### src/rtl/m68k_bus_pkg.sv
// ---------------------------------------------------------------------------
// m68k_bus_pkg
// Shared types and constants for the 68000-style bus initiator.
//   bus_state_t  : sequencer states
//   BE_*         : byte-enable encodings {upper, lower}
//   mask_rdata() : zeroes the byte lanes that were not enabled on a read
// ---------------------------------------------------------------------------
package m68k_bus_pkg;

    typedef enum logic [2:0] {
        IDLE,
        S1,
        S2,
        WAIT,
        SAMPLE,
        VSYNC,
        END,
        RECOVER
    } bus_state_t;

    localparam logic [1:0] BE_NONE  = 2'b00;
    localparam logic [1:0] BE_LOWER = 2'b01;
    localparam logic [1:0] BE_UPPER = 2'b10;
    localparam logic [1:0] BE_WORD  = 2'b11;

    function automatic logic [15:0] mask_rdata(input logic [15:0] d, input logic [1:0] be);
        logic [15:0] r;
        case (be)
            BE_WORD:  r = d;
            BE_UPPER: r = {d[15:8], 8'h00};
            BE_LOWER: r = {8'h00, d[7:0]};
            default:  r = 16'h0000;
        endcase
        return r;
    endfunction

endpackage

### src/rtl/m68k_eclk_gen.sv
// ---------------------------------------------------------------------------
// m68k_eclk_gen
// Free-running 6800-style E clock. A counter runs 0..E_DIV-1; e_clk is high
// for the last 2*E_DIV/5 counts (6 low / 4 high for E_DIV=10).
//
// Ports:
//   i_clk     system clock
//   i_rst     synchronous reset, active high (counter=0, e_clk=0)
//   o_e_clk   E clock, registered
//   o_e_rise  high in the cycle before the edge on which e_clk rises
//   o_e_fall  high in the cycle before the edge on which e_clk falls
//             (i.e. the counter wraps to 0 on that edge)
// ---------------------------------------------------------------------------
module m68k_eclk_gen #(
    parameter int E_DIV = 10
) (
    input  logic i_clk,
    input  logic i_rst,
    output logic o_e_clk,
    output logic o_e_rise,
    output logic o_e_fall
);

    localparam int CNT_W    = $clog2(E_DIV);
    localparam int HIGH_CNT = 2 * E_DIV / 5;
    localparam int LOW_CNT  = E_DIV - HIGH_CNT;

    localparam logic [CNT_W-1:0] CNT_MAX  = CNT_W'(E_DIV - 1);
    localparam logic [CNT_W-1:0] CNT_HIGH = CNT_W'(LOW_CNT);
    localparam logic [CNT_W-1:0] CNT_PRE  = CNT_W'(LOW_CNT - 1);

    logic [CNT_W-1:0] r_cnt;
    logic [CNT_W-1:0] w_cnt_next;
    logic             r_e_clk;

    assign w_cnt_next = (r_cnt == CNT_MAX) ? '0 : r_cnt + 1'b1;

    always_ff @(posedge i_clk) begin
        if (i_rst) begin
            r_cnt   <= '0;
            r_e_clk <= 1'b0;
        end else begin
            r_cnt   <= w_cnt_next;
            // derived from the next count so e_clk lines up with the counter
            r_e_clk <= (w_cnt_next >= CNT_HIGH);
        end
    end

    assign o_e_clk  = r_e_clk;
    assign o_e_rise = (r_cnt == CNT_PRE);
    assign o_e_fall = (r_cnt == CNT_MAX);

endmodule

### src/rtl/m68k_bus_initiator.sv
// ---------------------------------------------------------------------------
// m68k_bus_initiator
// Bus-master sequencer producing 68000-style asynchronous bus cycles from a
// valid/ready request port. Cycles end on DTACK, or on VPA with a 6800-style
// E-synchronous cycle (VMA).
//
// Optional feature (macro M68K_BUS_TIMEOUT_EN): bus-error timeout while
// waiting for DTACK/VPA. Without it WAIT holds until a responder answers.
//
// Ports:
//   clk, rst              clock, synchronous active-high reset
//   req_valid/req_ready   request handshake (ready only in IDLE)
//   req_we/addr/be/wdata  request fields; be==2'b00 returns an error
//   rsp_valid             one-cycle completion pulse
//   rsp_rdata             read data, held until next rsp_valid
//   rsp_err               bus error, qualifies rsp_valid
//   bus_a, bus_d_out, bus_d_oe, bus_d_in   address/data bus
//   as_n, uds_n, lds_n, rw                 bus strobes (active low), rw=1 read
//   dtack_n, vpa_n        asynchronous responder inputs
//   e_clk, vma_n          E clock and valid memory address
// ---------------------------------------------------------------------------
module m68k_bus_initiator
    import m68k_bus_pkg::*;
#(
    parameter int ADDR_W         = 23,
    parameter int E_DIV          = 10,
    parameter int TIMEOUT_CYCLES = 64
) (
    input  logic              clk,
    input  logic              rst,
    input  logic              req_valid,
    output logic              req_ready,
    input  logic              req_we,
    input  logic [ADDR_W-1:0] req_addr,
    input  logic [1:0]        req_be,
    input  logic [15:0]       req_wdata,
    output logic              rsp_valid,
    output logic [15:0]       rsp_rdata,
    output logic              rsp_err,
    output logic [ADDR_W-1:0] bus_a,
    output logic [15:0]       bus_d_out,
    output logic              bus_d_oe,
    input  logic [15:0]       bus_d_in,
    output logic              as_n,
    output logic              uds_n,
    output logic              lds_n,
    output logic              rw,
    input  logic              dtack_n,
    input  logic              vpa_n,
    output logic              e_clk,
    output logic              vma_n
);

    bus_state_t        r_state;
    logic              r_we;
    logic [1:0]        r_be;
    logic              r_wr_strobe;   // second S2 cycle of a write
    logic              r_vma_active;  // VSYNC: VMA asserted, waiting for E fall
    logic              r_e_high_seen; // E has risen since VMA asserted
    logic              r_dtack_meta, r_dtack_sync;
    logic              r_vpa_meta, r_vpa_sync;
    logic              r_req_ready;
    logic              r_rsp_valid;
    logic              r_rsp_err;
    logic [15:0]       r_rsp_rdata;
    logic [ADDR_W-1:0] r_bus_a;
    logic [15:0]       r_bus_d_out;
    logic              r_bus_d_oe;
    logic              r_as_n, r_uds_n, r_lds_n, r_rw, r_vma_n;

    logic w_dtack, w_vpa;
    logic w_e_clk, w_e_rise, w_e_fall;

`ifdef M68K_BUS_TIMEOUT_EN
    localparam int              TO_W    = $clog2(TIMEOUT_CYCLES + 1);
    localparam logic [TO_W-1:0] TO_LOAD = TO_W'(TIMEOUT_CYCLES);
    localparam logic [TO_W-1:0] TO_LAST = TO_W'(1);
    logic [TO_W-1:0] r_to_cnt;
    logic            r_timeout;
`endif

    assign w_dtack = ~r_dtack_sync;
    assign w_vpa   = ~r_vpa_sync;

    m68k_eclk_gen #(
        .E_DIV (E_DIV)
    ) u_eclk (
        .i_clk    (clk),
        .i_rst    (rst),
        .o_e_clk  (w_e_clk),
        .o_e_rise (w_e_rise),
        .o_e_fall (w_e_fall)
    );

    always_ff @(posedge clk) begin
        if (rst) begin
            r_state       <= IDLE;
            r_we          <= 1'b0;
            r_be          <= 2'b00;
            r_wr_strobe   <= 1'b0;
            r_vma_active  <= 1'b0;
            r_e_high_seen <= 1'b0;
            r_dtack_meta  <= 1'b1;
            r_dtack_sync  <= 1'b1;
            r_vpa_meta    <= 1'b1;
            r_vpa_sync    <= 1'b1;
            r_req_ready   <= 1'b0;
            r_rsp_valid   <= 1'b0;
            r_rsp_err     <= 1'b0;
            r_rsp_rdata   <= 16'h0000;
            r_bus_a       <= '0;
            r_bus_d_out   <= 16'h0000;
            r_bus_d_oe    <= 1'b0;
            r_as_n        <= 1'b1;
            r_uds_n       <= 1'b1;
            r_lds_n       <= 1'b1;
            r_rw          <= 1'b1;
            r_vma_n       <= 1'b1;
`ifdef M68K_BUS_TIMEOUT_EN
            r_to_cnt      <= '0;
            r_timeout     <= 1'b0;
`endif
        end else begin
            r_dtack_meta <= dtack_n;
            r_dtack_sync <= r_dtack_meta;
            r_vpa_meta   <= vpa_n;
            r_vpa_sync   <= r_vpa_meta;
            r_rsp_valid  <= 1'b0;
            r_rsp_err    <= 1'b0;

            case (r_state)
                IDLE: begin
                    if (r_req_ready && req_valid) begin
                        r_req_ready <= 1'b0;
                        r_we        <= req_we;
                        r_be        <= req_be;
`ifdef M68K_BUS_TIMEOUT_EN
                        r_timeout   <= 1'b0;
`endif
                        if (req_be == BE_NONE) begin
                            // rejected without touching the bus
                            r_rsp_valid <= 1'b1;
                            r_rsp_err   <= 1'b1;
                            r_state     <= RECOVER;
                        end else begin
                            r_bus_a <= req_addr;
                            r_rw    <= ~req_we;
                            if (req_we) begin
                                r_bus_d_out <= req_wdata;
                            end
                            r_state <= S1;
                        end
                    end else begin
                        r_req_ready <= 1'b1;
                    end
                end

                S1: begin
                    r_as_n      <= 1'b0;
                    r_wr_strobe <= 1'b0;
                    if (!r_we) begin
                        r_uds_n <= ~r_be[1];
                        r_lds_n <= ~r_be[0];
                    end
                    r_state <= S2;
                end

                S2: begin
                    if (r_we && !r_wr_strobe) begin
                        // data is on the bus one cycle before the strobes fall
                        r_bus_d_oe  <= 1'b1;
                        r_wr_strobe <= 1'b1;
                    end else begin
                        if (r_we) begin
                            r_uds_n <= ~r_be[1];
                            r_lds_n <= ~r_be[0];
                        end
`ifdef M68K_BUS_TIMEOUT_EN
                        r_to_cnt <= TO_LOAD;
`endif
                        r_state <= WAIT;
                    end
                end

                WAIT: begin
                    if (w_dtack) begin
                        r_state <= SAMPLE;
                    end else if (w_vpa) begin
                        r_vma_active  <= 1'b0;
                        r_e_high_seen <= 1'b0;
                        r_state       <= VSYNC;
                    end
`ifdef M68K_BUS_TIMEOUT_EN
                    else if (r_to_cnt == TO_LAST) begin
                        r_timeout   <= 1'b1;
                        r_rsp_rdata <= 16'h0000;
                        r_state     <= END;
                    end else begin
                        r_to_cnt <= r_to_cnt - 1'b1;
                    end
`endif
                end

                SAMPLE: begin
                    if (!r_we) begin
                        r_rsp_rdata <= mask_rdata(bus_d_in, r_be);
                    end
                    r_state <= END;
                end

                VSYNC: begin
                    if (!r_vma_active) begin
                        // VMA falls on the edge where the E counter wraps to 0
                        if (w_e_fall) begin
                            r_vma_n      <= 1'b0;
                            r_vma_active <= 1'b1;
                        end
                    end else begin
                        if (w_e_rise) begin
                            r_e_high_seen <= 1'b1;
                        end
                        if (w_e_fall && r_e_high_seen) begin
                            if (!r_we) begin
                                r_rsp_rdata <= mask_rdata(bus_d_in, r_be);
                            end
                            r_vma_n <= 1'b1;
                            r_state <= END;
                        end
                    end
                end

                END: begin
                    r_as_n      <= 1'b1;
                    r_uds_n     <= 1'b1;
                    r_lds_n     <= 1'b1;
                    r_vma_n     <= 1'b1;
                    r_rw        <= 1'b1;
                    r_bus_d_oe  <= 1'b0;
                    r_rsp_valid <= 1'b1;
`ifdef M68K_BUS_TIMEOUT_EN
                    r_rsp_err   <= r_timeout;
`endif
                    r_state     <= RECOVER;
                end

                RECOVER: begin
                    if (r_dtack_sync && r_vpa_sync) begin
                        r_req_ready <= 1'b1;
                        r_state     <= IDLE;
                    end
                end

                default: r_state <= IDLE;
            endcase
        end
    end

    assign req_ready = r_req_ready;
    assign rsp_valid = r_rsp_valid;
    assign rsp_rdata = r_rsp_rdata;
    assign rsp_err   = r_rsp_err;
    assign bus_a     = r_bus_a;
    assign bus_d_out = r_bus_d_out;
    assign bus_d_oe  = r_bus_d_oe;
    assign as_n      = r_as_n;
    assign uds_n     = r_uds_n;
    assign lds_n     = r_lds_n;
    assign rw        = r_rw;
    assign vma_n     = r_vma_n;
    assign e_clk     = w_e_clk;

endmodule

### config.mk
export PLATFORM = sky130hd
export DESIGN_NAME = m68k_bus_initiator
export DESIGN_NICKNAME = d
export VERILOG_FILES = /design/src/rtl/m68k_bus_pkg.sv /design/src/rtl/m68k_eclk_gen.sv /design/src/rtl/m68k_bus_initiator.sv
export SDC_FILE = /design/constraint.sdc
export NUM_CORES = 1
export LEC_CHECK = 0
export ABC_AREA = 1
export CORE_ASPECT_RATIO = 0.9
export CORE_MARGIN = 4
export CORE_UTILIZATION = 37
export CTS_CLUSTER_DIAMETER = 60
export DETAILED_ROUTE_END_ITERATION = 8
export HOLD_SLACK_MARGIN = 0.02
export PLACE_DENSITY = 0.84
export REMOVE_ABC_BUFFERS = 1
export SETUP_SLACK_MARGIN = 0.3
export SLEW_MARGIN = 15
export SYNTH_ARGS = -nofsm -noshare
export SYNTH_HDL_FRONTEND = slang
export SYNTH_SLANG_ARGS = --single-unit
### constraint.sdc
create_clock -name clk -period 1.3 [get_ports clk]
set_clock_uncertainty 0.15 [all_clocks]
set_input_delay 0.195 -clock clk [delete_from_list [all_inputs] [get_ports clk]]
set_output_delay 0.195 -clock clk [all_outputs]
set_load 0.01 [all_outputs]
==> metrics.md <==
| Metric | Value |
|---|---|
| Status | `complete, but fails checks` |
| Failing checks | `negative setup slack` |
| Via count | `3,858` |
| Max stage delay on crit path | `0.37 ns` |
| CTS Buf Count | `9` |
| Core outline area | `between 8000 and 9000 um^2` |
| Synth Area in Compound Gates | `0.0924` |
| Layout Cells excl Fill | `between 700 and 800` |
| Final Cycle Share | `1.25` |
| Die area | `10,400 um^2` |
| Crit path DAT | `approximately 1.7 ns` |
| Part of the power in registers | `0.341` |
| PortBufs | `127` |
| CP Capture Type | `flop` |
| Total power per unit cell area | `1660 nW/um^2` |
| Clock Sinks | `82` |
| I/O pin count | `about 130` |
| Worst vdd ir | `0.991 mV` |
| P&R area growth vs syn | `89.3%` |
| Crit-path slowest cell | `dfxtp_4` |
| Cell internal pwr | `6.57 mW` |
| Multiplexer share of the synthesized area | `0` |
| Die Wd | `107 um` |
| Switching Power | `3.71 mW` |
| Worst Path Required | `1.40 ns` |
| Nets | `706` |
| Total Wirelength | `12.8 mm` |
| Number of vias per cell | `5.03` |
| Detail Route Antenna Nets | `0` |
| Synth Instances | `approximately 450` |
| Vias in the first global route | `3,837` |
| CTS Buffer Depth | `2` |
| Synthesized area | `3280 um^2` |
| Seq/Total Area, Yosys | `0.501` |
| CTS root buf | `clkbuf_8` |
| Max_cap viols | `0` |
| Unique masters post-synth | `24` |
| Drt wl/cell | `16.6 um` |
| Unrepaired setup endpoints after global routing | `true` |
| Pin count of the biggest net entering global routing | `33` |
| DRC viols | `0` |
| Placed cells | `roughly 710` |
| Final min period | `around 1.6 ns` |
| Slew @ Worst Pin | `0.471 ns` |
| Fill cell count | `582` |
| Yosys Warn Count | `0` |
| Syn avg cell area | `7.31 um^2` |
| Max Clk Rate | `~0.62 GHz` |
| Crit path kind | `reg -> reg` |
| CTS tree | `done` |
| Crit-path cells | `buf_6 -> nand4_1 -> inv_1 -> nor2_1 -> nand2_1 -> inv_4 -> clkbuf_16 -> nand2_1 -> nand2_1 -> nor2_1` |
| Most common cell after layout, fill and taps aside | `nor2_1` |
| Storage element area | `around 1700 um^2` |
| Combinational Power Share | `0.455` |
| Initial core utilization | `0.381` |
| FF+latch count, synth | `82` |
| Synth Area in Simple Gates | `0.338` |
| H-tree depth | `3` |
| Crit path top cell by count | `nand2_1` |
| Post-route setup slack | `-0.320 ns` |
| Critical Path Start Type | `flop` |
| Rel. slew slack | `0.685` |
| Worst-skew pair later-pin latency | `between 0.3 and 0.4 ns` |
| Setup TNS | `-13.59 ns` |
| Cts hold-fix bufs | `0` |
| Most frequent cells in the layout | `90 x nor2_1, 79 x buf_6, 76 x nand2_1, 68 x dfxtp_2, 60 x clkdlybuf4s50_1` |
| First-pass GRT wire length | `around 17 mm` |
| Worst min path class | `in -> reg` |
| Final setup viols | `73` |
| Max Slew Vio Count | `0` |
| Dominant combinational cell family by area after synthesis | `simple AND/OR/NAND/NOR gates` |
| Sw frac | `0.361` |
| Global route overflow | `0` |
| # diodes | `0` |
| Fin. Hold Viols | `0` |
| Final HPWL DP | `6.93 mm` |
| Clk pwr share | `0.204` |
| Chip height | `97.3 um` |
| Rows | `32` |
| Synth Area in XOR/XNOR | `0` |
| Initial detailed-routing violation count | `190` |
| DRT Pass-1 Iters | `5` |
| Total track usage | `0.208` |
| Layout cell share with drive strength beyond 1 | `0.523` |
| Initial antenna violation count | `0` |
| Area of the multi-input gates | `about 1800 um^2` |
| Worst-path fanout max | `8` |
| Gpl congestion | `0.843` |
| Clock Pin Slew Worst Setup and Hold Paths | `0.09 ns` |
| Leakage | `2.65 nW` |
| Adder-Cell Fraction of Synth Area | `0` |
-- critical path, delay by kind of cell, from the launching register on --
kind                   cells  cell delay (ns)
DFF                        1             0.37
and+or+nand+nor            6             0.50
buffers and inverters      4             0.49
-- final timing paths --
kind	start	endpoint	slack (ns)	cells after the start
worst max register to register	r_state[2]	rsp_rdata[15]	-0.32	10
worst min register to register	r_vpa_meta	r_vpa_sync	0.27	1
worst max-delay path	r_state[2]	rsp_rdata[15]	-0.32	10
worst min-delay path	req_be[0]	r_be[0]	0.14	4
-- cell usage after synthesis --
master / n / area, um^2
nor2_1: 112 / 420
nand2_1: 94 / 353
dfxtp_1: 82 / 1640
o21ai_1: 29 / 145
nor3_1: 24 / 120
inv_1: 21 / 78.8
o21ai_0: 19 / 95.1
nand3_1: 17 / 85.1
a21oi_1: 11 / 55.1
clkbuf_1: 8 / 30.0
buf_6: 5 / 56.3
buf_1: 4 / 15.0
or2_2: 4 / 25.0
buf_2: 3 / 15.0
inv_2: 3 / 11.3
nand4_1: 2 / 12.5
nor2_4: 2 / 22.5
nor2_8: 2 / 40.0
buf_4: 1 / 7.51
clkinv_2: 1 / 5.00
inv_4: 1 / 6.26
nand2_4: 1 / 11.3
nand3_4: 1 / 17.5
o211ai_1: 1 / 7.51
-- cell type report --
class	count	area share
inverter	26	0.0208
sequential	82	0.281
timing repair inverter	1	0.00141
clock inverter	7	0.0161
multi-input combinational	322	0.297
timing repair buffer	201	0.340
clock buffer	9	0.0200
tap	119	0.0240
-- per-stage QoR --
| stage | power, mW | setup slack, ns | utilization | instance area [um^2] | hold WS (ns) |
|---|---|---|---|---|---|
| 2_1_floorplan | 4.79 | -0.328 | - | 3150 | 0.112 |
| 3_3_place_gp | 6.37 | -0.461 | 0.569 | 4900 | 0.249 |
| 3_5_place_dp | 6.49 | -0.561 | 0.569 | 4900 | 0.245 |
| 4_1_cts | 9.41 | -0.172 | 0.658 | 5670 | 0.144 |
| 5_1_grt | 10.8 | -0.422 | 0.721 | 6200 | 0.148 |
| 6_report | 10.3 | -0.320 | 0.721 | 6200 | 0.139 |
-- layer usage --
layer / share of wire / vias up / wire length [um] / GRT usage
li1: - / 1820 / - / -
met1: 0.35 / 1827 / 4530 / 0.206
met2: 0.54 / 160 / 6910 / 0.392
met3: 0.060 / 51 / 769 / 0.0591
met4: 0.043 / 0 / 545 / 0.0944
met5: 0 / - / 0 / 0
-- power groups by stage --
stage	clock network (mW)	logic [mW]	registers (mW)
final	2.10	4.68	3.51
after global routing	2.23	5.01	3.56
after CTS	2.12	3.86	3.43
after detailed placement	0	3.17	3.32
after global placement	0	3.06	3.31
after floorplan	0	1.31	3.48
-- sequential cells by signal, indices dropped and copies added, names as in the netlist --
| name | count |
|---|---|
| as_n | 1 |
| bus_a | 23 |
| bus_d_oe | 1 |
| bus_d_out | 16 |
| lds_n | 1 |
| r_be | 2 |
| r_dtack_meta | 1 |
| r_dtack_sync | 1 |
| r_e_high_seen | 1 |
| r_state | 3 |
| r_vma_active | 1 |
| r_vpa_meta | 1 |
| r_vpa_sync | 1 |
| r_we | 1 |
| r_wr_strobe | 1 |
| req_ready | 1 |
| rsp_err | 1 |
| rsp_rdata | 16 |
| rsp_valid | 1 |
| rw | 1 |
| u_eclk.o_e_clk | 1 |
| u_eclk.r_cnt | 4 |
| uds_n | 1 |
| vma_n | 1 |
-- cells by family (layout without fill, tap and decap cells) --
logic type,count (synthesis),in the layout
simple gates,259,262
flops,82,82
compound gates,60,60
buf+inv,47,244
-- timing repair --
item,CTS,global route
pin swaps,23,32
gates cloned,4,6
resized for setup,460,91
buffers inserted,17,18
setup endpoints to repair,146,142
(Power assumes the default switching activity.)
